<file path="src/rtl/sr_pkg.sv">
// Shared FSM encoding and default timing for the SR latch pulse front end.
package sr_pkg;

  typedef enum logic [1:0] {
    IDLE    = 2'd0,
    PULSE_S = 2'd1,
    PULSE_R = 2'd2,
    GAP     = 2'd3
  } state_t;

  localparam int DEF_DEBOUNCE_CYCLES = 4;
  localparam int DEF_PULSE_CYCLES    = 2;
  localparam int DEF_GAP_CYCLES      = 1;

  function automatic int max2(input int a, input int b);
    return (a > b) ? a : b;
  endfunction

endpackage

</file>
<file path="src/rtl/sr_debounce.sv">
// Two-flop synchroniser followed by a persistence-count debouncer.
module sr_debounce
  import sr_pkg::*;
#(
  parameter int DEBOUNCE_CYCLES = DEF_DEBOUNCE_CYCLES
) (
  input  logic clk,
  input  logic rst,
  input  logic din,
  output logic dout
);

  localparam int CW = $clog2(DEBOUNCE_CYCLES + 1);
  localparam logic [CW-1:0] LAST = CW'(DEBOUNCE_CYCLES - 1);

  logic          sync1, sync2;
  logic [CW-1:0] cnt;

  // Any cycle where sync agrees with the accepted level restarts the count.
  always_ff @(posedge clk) begin
    if (rst) begin
      sync1 <= 1'b0;
      sync2 <= 1'b0;
      cnt   <= '0;
      dout  <= 1'b0;
    end else begin
      sync1 <= din;
      sync2 <= sync1;
      if (sync2 != dout) begin
        if (cnt == LAST) begin
          dout <= sync2;
          cnt  <= '0;
        end else begin
          cnt <= cnt + 1'b1;
        end
      end else begin
        cnt <= '0;
      end
    end
  end

endmodule

</file>
<file path="src/rtl/sr_pulse_gen.sv">
// Debounced pushbuttons to clean, mutually exclusive S/R latch pulses.
module sr_pulse_gen
  import sr_pkg::*;
#(
  parameter int DEBOUNCE_CYCLES = DEF_DEBOUNCE_CYCLES,
  parameter int PULSE_CYCLES    = DEF_PULSE_CYCLES,
  parameter int GAP_CYCLES      = DEF_GAP_CYCLES
) (
  input  logic clk,
  input  logic rst,
  input  logic btn_set,
  input  logic btn_reset,
  output logic s,
  output logic r,
  output logic conflict,
  output logic busy
);

  localparam int CW = $clog2(max2(PULSE_CYCLES, GAP_CYCLES) + 1);
  localparam logic [CW-1:0] PULSE_LAST = CW'(PULSE_CYCLES - 1);
  localparam logic [CW-1:0] GAP_LAST   = CW'(GAP_CYCLES - 1);

  logic stable_s, stable_r, stable_d_s, stable_d_r;
  logic req_s, req_r, want_s, want_r;
  logic pend_s, pend_r, pend_s_n, pend_r_n;
  logic conflict_n;
  logic [CW-1:0] cnt, cnt_n;
  state_t state, state_n;

  sr_debounce #(.DEBOUNCE_CYCLES(DEBOUNCE_CYCLES)) u_deb_s (
    .clk(clk), .rst(rst), .din(btn_set), .dout(stable_s)
  );

  sr_debounce #(.DEBOUNCE_CYCLES(DEBOUNCE_CYCLES)) u_deb_r (
    .clk(clk), .rst(rst), .din(btn_reset), .dout(stable_r)
  );

  assign req_s  = stable_s & ~stable_d_s;
  assign req_r  = stable_r & ~stable_d_r;
  assign want_s = req_s | pend_s;
  assign want_r = req_r | pend_r;

  always_comb begin
    state_n    = state;
    cnt_n      = cnt;
    pend_s_n   = pend_s | req_s;
    pend_r_n   = pend_r | req_r;
    conflict_n = 1'b0;
    case (state)
      IDLE: begin
        // Simultaneous requests are ambiguous; drop both rather than guess.
        if (want_s && want_r) begin
          conflict_n = 1'b1;
          pend_s_n   = 1'b0;
          pend_r_n   = 1'b0;
        end else if (want_s) begin
          state_n  = PULSE_S;
          pend_s_n = 1'b0;
          cnt_n    = '0;
        end else if (want_r) begin
          state_n  = PULSE_R;
          pend_r_n = 1'b0;
          cnt_n    = '0;
        end
      end
      PULSE_S, PULSE_R: begin
        if (cnt == PULSE_LAST) begin
          state_n = GAP;
          cnt_n   = '0;
        end else begin
          cnt_n = cnt + 1'b1;
        end
      end
      GAP: begin
        if (cnt == GAP_LAST) begin
          state_n = IDLE;
          cnt_n   = '0;
        end else begin
          cnt_n = cnt + 1'b1;
        end
      end
      default: state_n = IDLE;
    endcase
  end

  // Outputs are decoded from the next state so they register alongside it.
  always_ff @(posedge clk) begin
    if (rst) begin
      state      <= IDLE;
      cnt        <= '0;
      pend_s     <= 1'b0;
      pend_r     <= 1'b0;
      stable_d_s <= 1'b0;
      stable_d_r <= 1'b0;
      s          <= 1'b0;
      r          <= 1'b0;
      conflict   <= 1'b0;
      busy       <= 1'b0;
    end else begin
      state      <= state_n;
      cnt        <= cnt_n;
      pend_s     <= pend_s_n;
      pend_r     <= pend_r_n;
      stable_d_s <= stable_s;
      stable_d_r <= stable_r;
      s          <= (state_n == PULSE_S);
      r          <= (state_n == PULSE_R);
      conflict   <= conflict_n;
      busy       <= (state_n != IDLE);
    end
  end

endmodule

</file>
<file path="config.mk">
export PLATFORM = sky130hd
export DESIGN_NAME = sr_pulse_gen
export DESIGN_NICKNAME = d
export VERILOG_FILES = /design/src/rtl/sr_pkg.sv /design/src/rtl/sr_debounce.sv /design/src/rtl/sr_pulse_gen.sv
export SDC_FILE = /design/constraint.sdc
export NUM_CORES = 1
export LEC_CHECK = 0
export ABC_AREA = 1
export CAP_MARGIN = 40
export CORE_UTILIZATION = 59
export CTS_BUF_LIST = sky130_fd_sc_hd__clkbuf_8 sky130_fd_sc_hd__clkbuf_16
export CTS_CLUSTER_DIAMETER = 80
export DETAILED_ROUTE_END_ITERATION = 8
export PLACE_DENSITY_LB_ADDON = 0.12
export SKIP_LAST_GASP = 1
export SLEW_MARGIN = 5
export SYNTH_ARGS = -nofsm -noshare
export SYNTH_HDL_FRONTEND = slang
export SYNTH_SLANG_ARGS = --single-unit
</file>
<file path="constraint.sdc">
create_clock -name clk -period 2.2 [get_ports clk]
set_input_delay 0.33 -clock clk [delete_from_list [all_inputs] [get_ports clk]]
set_output_delay 0.33 -clock clk [all_outputs]
set_load 0.01 [all_outputs]
</file>
# Yosys cells after proc, flatten, opt, wreduce, memory -nomap -nowiden
# Index checks and enable logic that the tools add are counted.
word_totals:
  regBits: 24
  word_cells: 70
  in_bits: 4
classes:
  n_addsub: 3
  n_eq_ne: 12
  n_bitwise: 9
  reduce_logical: 12
  mux: 16
op_table:
  columns: ["operator", "n"]
  rows:
  - ["$mux W2", 10]
  - ["$pmux W2 S3", 2]
  - ["$add A3 B1 Y3 const B", 2]
  - ["$eq A2 B1 Y1 const B", 3]
  - ["$eq A2 B2 Y1 const B", 3]
  - ["$eq A3 B2 Y1 const B", 2]
  - ["$reduce_and A2 Y1", 3]
  - ["$reduce_or A2 Y1", 3]
  - ["$reduce_or A3 Y1", 2]
  - ["$not A1 Y1", 5]
  - ["$logic_not A2 Y1", 2]
  - ["$mux W1", 4]
  - ["$ne A3 B3 Y1 const B", 1]
  - ["$add A2 B1 Y2 const B", 1]
  - ["$and A1 B1 Y1", 2]
  - ["$ne A1 B1 Y1", 2]
  - ["$ne A2 B2 Y1 const B", 1]
  - ["$or A1 B1 Y1", 2]
  - ["$reduce_bool A2 Y1", 1]
  - ["$logic_and A1 B1 Y1", 1]

# Longest topological paths before layout
# Gate-level depths: netlist (run 1).
logic_depth:
  word_depth: 8
  depth_mapped: 8

# By module
# Synthesis (run 1) repeated with hierarchy kept, for this count alone.
unflattened:
  cells_unflattened: 133
  area_unflattened_um2: 1034.7
modules_own_cells:
  columns: ["mod", "area_per_inst_um2", "n_inst", "seq_area_each_um2", "cells_each"]
  rows:
  - ["sr_pulse_gen", 581.8, 1, 240.2, 79]
  - ["sr_debounce", 226.5, 2, 120.1, 27]

# Worst setup path after synthesis (run 1)
# Ideal clock, no wire load.
synth_path:
  kind: "register to register"
  startpoint: "register state[0]"
  endpoint: "register busy"
  t_arrival_ns: 1.079
  t_required_ns: 2.086
  slack_ns: 1.007
  period_less_slack_ns: 1.193
  stages_incl_launch_ff: 9
  path_cell_list: "dfxtp_1 > inv_1 > ha_1 > inv_1 > o21ai_1 > nand3_1 > nand2_2 > nand2_2 > nand2_1"
synth_between:
  elab_chain_len: 5
synth_rtl:
  columns: ["element", "line_no", "source"]
  rows:
  - ["start, declared", "sr_pulse_gen.sv:28", "state_t state, state_n;"]
  - ["start signal, assigned", "sr_pulse_gen.sv:100", "state <= state_n;"]
  - ["$mux W2", "sr_pulse_gen.sv:60", "end else if (want_r) begin"]
  - ["$mux W2", "sr_pulse_gen.sv:56", "end else if (want_s) begin"]
  - ["$mux W2", "sr_pulse_gen.sv:52", "if (want_s && want_r) begin"]
  - ["$pmux W2 S3 *", "sr_pulse_gen.sv:49", "case (state)"]
  - ["$reduce_bool A2 Y1 *", "sr_pulse_gen.sv:109", "busy <= (state_n != IDLE);"]
  - ["end signal, assigned", "sr_pulse_gen.sv:109", null]
  - ["end, declared", "sr_pulse_gen.sv:16", "output logic busy"]
# Every way passes the cells marked *; elsewhere a longest branch is shown, timed or not.
# A chain may end at the register's enable or synchronous reset.

# Worst setup path in the final report (run 1)
layout_path:
  startpoint: "register conflict"
  endpoint: "output port conflict"
layout_lines:
  columns: ["element", "line_no", "source"]
  rows:
  - ["start, declared", "sr_pulse_gen.sv:15", "output logic conflict,"]
  - ["start signal, assigned", "sr_pulse_gen.sv:108", "conflict <= conflict_n;"]
# No word-level cell between the ends.

==> results of run 1 <==
[cell type report]
class                      count  share of cell area, %
timing repair buffer           7                  6.257
multi-input combinational     71                  36.65
inverter                      26                  8.715
tap                           16                  1.788
clock buffer                   3                  3.687
sequential                    24                  42.91
[stage by stage]
| step | instance area, um2 | hold WS, ns | utilization (%) | instances | total power, mW |
|---|---|---|---|---|---|
| 5_1_grt | 1120 | 0.4351 | 72.65 | 147 | 0.7232 |
| 3_5_place_dp | 1079 | 0.3990 | 69.97 | 144 | 0.4684 |
| 3_3_place_gp | 1079 | 0.3928 | 69.97 | 144 | 0.4672 |
| 4_1_cts | 1120 | 0.4115 | 72.65 | 147 | 0.7057 |
| 2_1_floorplan | 999.7 | 0.3883 | - | 122 | 0.4622 |
| 6_report | 1120 | 0.4064 | 72.65 | 147 | 0.6993 |
[Yosys cell counts]
library cell | n | share of area, %
nand3_2 | 1 | 1.0
nand2_1 | 17 | 6.4
o211ai_1 | 2 | 1.5
o21ai_0 | 2 | 1.0
dfxtp_1 | 24 | 48
a22o_1 | 1 | 0.88
a21oi_1 | 5 | 2.5
nor2_1 | 16 | 6.0
buf_6 | 1 | 1.1
a21oi_2 | 2 | 1.8
nand4_1 | 2 | 1.3
nand2_2 | 4 | 2.5
nor3_1 | 2 | 1.0
nand3_1 | 6 | 3.0
o21ai_1 | 2 | 1.0
inv_1 | 26 | 9.8
ha_1 | 9 | 11
[state kept, by name, summed over array words and instances, names as in the netlist, 2 cells and up]
name	cells
state	2
u_deb_r.cnt	3
cnt	2
u_deb_s.cnt	3
[per-layer routing]
layer / part of all wire, % / wire length [um] / global-route usage, %
met1: 49 / 720 / 23.94
met2: 49 / 719 / 32.84
met3: 2.0 / 29 / 3.830
met4: 0.54 / 8 / 9.091
met5: 0 / 0 / 0
[cell families (layout without fill, tap and decap cells)]
| kind of cell | Yosys count | in the layout | share of synthesized area (%) |
|---|---|---|---|
| buffers and inverters | 27 | 36 | 10.89 |
| and+or+nand+nor | 48 | 48 | 21.15 |
| adders and majority gates | 9 | 9 | 11.26 |
| DFF | 24 | 24 | 48.06 |
| AOI/OAI and AO/OA | 14 | 14 | 8.636 |
[where the power goes]
| part | internal (mW) | leakage, nW | switching, mW | total (mW) |
|---|---|---|---|---|
| combinational | 0.00793 | 0.303 | 0.00953 | 0.0175 |
| clock | 0.122 | 0.0216 | 0.119 | 0.241 |
| sequential | 0.439 | 0.194 | 0.00208 | 0.441 |
[worst paths after layout]
check                                   start             to  depth (start not counted)
worst max register to register       state[1]              r                          8
worst min register to register  u_deb_r.sync1  u_deb_r.sync2                          2
worst max-delay path                 conflict       conflict                          1
worst min-delay path            u_deb_r.sync1  u_deb_r.sync2                          2
==> metrics.yaml, run 1 <==
finish:
  nNetsFinal: 146
  final_cell_mix: "inv_1 (26), dfxtp_1 (24), nand2_1 (17), nor2_1 (16), ha_1 (9)"
  regArea_um2: 480.5
  final_common_cell: "inv_1"
  num_antenna_cells: 0
  multi_input_area_um2: 410.4
  area_growth_pct: 12.01
  fillCellCount: 124
  drive_above_1_share_pct: 7.634
global_route:
  track_usage_pct: 19.63
  grt_pass1_vias: 660
  grt_max_degree: 13
  grt_pass1_wl_um: 2732
  overflow: 0
  antenna_found_initial: 0
route:
  drt_iter0_drc: 8
  drc: 0
  drtPass1Iterations: 4
  routed-via-count: 728
  wirelength_um: 1477
  vias_per_cell: 4.952
  drtAntennaViolNets: 0
  wl_per_cell_um: 10.05
logic_synthesis:
  synth_area_per_cell_um2: 8.194
  ys_seq_area_share_pct: 48.06
  syn-cell-area_um2: 999.7
  synthCells: 122
  yosys_warnings: 0
  synth_cell_type_count: 17
  ys_ff_latch: 24
  syn_nets: 135
timing:
  period_share_pct: 64.94
  tightest_slew_ns: 0.3504
  rsz0062_at_grt: "false"
  setup_ws_ns: 0.7713
  relSlewSlack_pct: 76.57
  finalWorstPathRequiredPeriod_ns: 1.429
  fin_setup_tns_ns: 0
  hold_viol: 0
  setup_viol_count_final: 0
  max_freq_ghz: 0.7000
  report.final.slew_viol_count: 0
  fin_skew_ns: 0.001013
status:
  status: "finished, final reports clean"
run:
  maxCapViolCount: 0
worst_setup_path:
  regToRegSetupSlack_ns: 0.86
  cp-end-kind: "output pin"
  crit_type: "reg2out"
  path_delay_family: "buffers and inverters"
  critPathArrivalTime_ns: 1.10
  worstPathRequired_ns: 1.87
  cp_slowest_stage_delay_ns: 0.53
  crit_fanout: 1
  path_cells: "clkdlybuf4s50_1"
  cpMaxStageDelayCell: "clkdlybuf4s50_1"
  critPathBufInv: 1
  startpoint_type: "flip-flop"
clock_network:
  root_buffer: "clkbuf_8"
  cts_sinks: 24
  cts_hold_buf: 0
  cts_buffers: 3
  clock_latency_ns: 0.25
  clk_path_buf_depth: 2
  cts_setup_buffers: 0
  cts_tree: "yes"
  cts-resized-gates: 0
  h-tree-depth: 1
  clk_pin_slew_ns: 0.07
die:
  start_util_pct: 64.85
  core_region_area_um2: 1541
  die_width_um: 43.17
  io_pins: 8
  die_y_um: 43.17
  die-area_um2: 1863
  fp-row-count: 14
place:
  place_ws_ns: 0.6163
  hpwl_um: 1190
  portBuffers: 7
  gp_congestion: 0.7920
power_and_ir_drop:
  ir_drop_mv: 0.5759
  leakage_nw: 0.5188
  p_per_area_nw_per_um2: 624.5
hold_path:
  min_path_type: "reg2reg"
Power figures use the tool's default switching activity.
==> run 2, diff against run 1 <==
--- a/config.mk
+++ b/config.mk
@@ -7,7 +7,7 @@
 export LEC_CHECK = 0
 export ABC_AREA = 1
 export CAP_MARGIN = 40
-export CORE_UTILIZATION = 59
+export CORE_UTILIZATION = 49
 export CTS_BUF_LIST = sky130_fd_sc_hd__clkbuf_8 sky130_fd_sc_hd__clkbuf_16
 export CTS_CLUSTER_DIAMETER = 80
 export DETAILED_ROUTE_END_ITERATION = 8
==> constraint.sdc (replaced) <==
create_clock -name clk -period 1.2 [get_ports clk]
set_input_delay 0.18 -clock clk [delete_from_list [all_inputs] [get_ports clk]]
set_output_delay 0.18 -clock clk [all_outputs]
set_load 0.01 [all_outputs]
==> metrics.yaml, run 2 (same netlist as run 1, synthesis figures left out) <==
worst_setup_path:
  cp-end-kind: "flip-flop"
  crit_fanout: 3  # +2
  regToRegSetupSlack_ns: -0.02  # -0.88 ns
  crit_type: "reg2reg"
  worstReg2RegStart: "state[0]"
  rr_endpoint: "r"
  critPathArrivalTime_ns: 1.42  # +0.32 ns
  reg2reg_depth: 8  # unchanged
  worstPathRequired_ns: 1.40  # -0.47 ns
  startpoint_type: "flip-flop"
route:
  vias_per_cell: 4.612  # -6.9%
  drtAntennaViolNets: 0  # unchanged
  wirelength_um: 1531  # +3.7%
  drc: 0  # unchanged
  wl_per_cell_um: 9.279  # -7.7%
  drtPass1Iterations: 4  # unchanged
  drt_iter0_drc: 5  # -3
  routed-via-count: 761  # +4.5%
power_and_ir_drop:
  seqPwrFrac_pct: 62.2  # -0.8 points
  leakage_nw: 0.5815  # +12%
  p_per_area_nw_per_um2: 1045  # +67%
  p_int_mw: 1.045  # +84%
  switching_power_mw: 0.2500  # +91%
  ir_drop_mv: 1.048  # +82%
  pwr-share-clk_pct: 34.9  # +0.4 points
  p_comb_share_pct: 2.9  # +0.4 points
  p_sw_share_pct: 19.31  # +0.61 points
global_route:
  track_usage_pct: 17.58  # -2.1 points
  grt_max_degree: 13  # unchanged
  antenna_found_initial: 0  # unchanged
  grt_pass1_wl_um: 2642  # -3.3%
  grt_pass1_vias: 687  # +4.1%
  overflow: 0  # unchanged
finish:
  drive_above_1_share_pct: 22.14  # +15 points
  nNetsFinal: 155  # +6.2%
  final_cells: 165  # +12%
  fillCellCount: 150  # +21%
  largestRegisters: "u_deb_r.cnt x3, u_deb_s.cnt x3"
  final_cell_mix: "inv_1 (23), dfxtp_1 (21), nand2_1 (16), nor2_1 (15), buf_4 (9)"
  design_area_um2: 1239  # +11%
  regArea_um2: 486.7  # +1.3%
  area_growth_pct: 23.91
  multi_input_area_um2: 446.7  # +8.8%
  final_common_cell: "inv_1"
  finish.utilization_pct: 68.04  # -4.6 points
  num_antenna_cells: 0  # unchanged
timing:
  report.final.slew_viol_count: 0  # unchanged
  finalWorstPathRequiredPeriod_ns: 1.217
  hold_viol: 0  # unchanged
  fin_skew_ns: 0.001328  # +0.0003154 ns
  rsz0062_at_grt: "true"
  setup_ws_ns: -0.01674  # -0.7881 ns
  setup_viol_count_final: 3  # +3
  fin_setup_tns_ns: -0.01992  # -0.01992 ns
  tightest_slew_ns: 0.2879  # -0.06248 ns
  relSlewSlack_pct: 80.78  # +4.2 points
  period_share_pct: 101.4
  max_freq_ghz: 0.8219
hold_path:
  min_from: "u_deb_r.sync1"
  min_path_type: "reg2reg"
  hold_path_depth: 2  # unchanged
  holdPathEnd: "u_deb_r.sync2"
die:
  die_y_um: 47.17  # +9.3%
  io_pins: 8  # unchanged
  die_width_um: 47.17  # +9.3%
  start_util_pct: 54.91  # -9.9 points
  die-area_um2: 2225  # +19%
  fp-row-count: 15  # +1
  core_region_area_um2: 1821  # +18%
status:
  violations: "setup timing"
  status: "finished with violations"
place:
  portBuffers: 7  # unchanged
  gp_congestion: 0.8140  # +2.8%
  dp_cells: 161  # +12%
  post_dp_cell_area_um2: 1150  # +6.6%
  hpwl_um: 1165  # -2.1%
  place_ws_ns: -0.09431  # -0.7106 ns
run:
  maxCapViolCount: 0  # unchanged
clock_network:
  cts_tree: "yes"
  cts_buffers: 3  # unchanged
  clock_latency_ns: 0.26  # about the same
  cts_sinks: 24  # unchanged
  clk_pin_slew_ns: 0.07  # about the same
  h-tree-depth: 1  # unchanged
  clk_path_buf_depth: 2  # unchanged
  root_buffer: "clkbuf_8"
-- run 2: cell count changes in the layout (fill, tap and decap cells not counted), sizes merged --
cell / previous run / this run
clkdlybuf4s50: 7 / 3
dlygate4sd2: 0 / 4
buf: 0 / 9
-- run 2: how the worst max path moves through the flow --
stage | from | end | slack (ns) | cells past startpoint
floorplan | state[0] | busy | 0.007 | 8
global placement | state[0] | busy | -0.03 | 8
detailed placement | state[0] | r | -0.09 | 8
CTS | state[0] | r | -0.01 | 8
global route | state[0] | r | -0.09 | 8
finish | state[0] | r | -0.02 | 8
-- run 2: what timing repair did --
action	CTS	global route
buffers inserted	0	1
gates resized for setup	14	5
endpoints found under the hold margin	0	0
hold buffers	0	0
setup endpoints to repair	10	5
pin swaps	1	9
-- run 2: critical path, stage by stage (launching register included) --
cell,delay (ns)
dfxtp_4,0.38
inv_4,0.04
ha_4,0.27
inv_1,0.06
o21ai_2,0.06
nand3_1,0.11
nand2_2,0.09
nand2_2,0.07
nor2_1,0.09
-- run 2: cell type report --
class,count,share of cell area [%]
clock buffers,3,3.333
flip-flops and latches,24,39.29
inverters,26,8.081
multi-input cells,71,36.06
repair buffers,16,10.71
well taps,25,2.525
-- run 2: layer usage --
layer | track usage, % | vias up | share of wire (%)
met5 | 0 | - | 0
met4 | 12.00 | 0 | 3.0
met3 | 3.462 | 5 | 2.0
met2 | 28.06 | 9 | 43
met1 | 21.33 | 330 | 52
li1 | - | 417 | -
-- run 2: metrics by stage --
step,hold slack (ns),power [mW]
2_1_floorplan,0.2870,0.8473
3_3_place_gp,0.3922,0.8630
3_5_place_dp,0.3965,0.8644
4_1_cts,0.4076,1.321
5_1_grt,0.4205,1.354
6_report,0.4039,1.295
-- run 2: power by group through the flow --
stage / sequential [mW] / clock (mW) / combinational (mW)
after floorplan: 0.826 / 0 / 0.0216
after global placement: 0.826 / 0 / 0.0368
after detailed placement: 0.826 / 0 / 0.0380
after CTS: 0.805 / 0.478 / 0.0381
after global routing: 0.806 / 0.506 / 0.0422
final: 0.806 / 0.452 / 0.0376
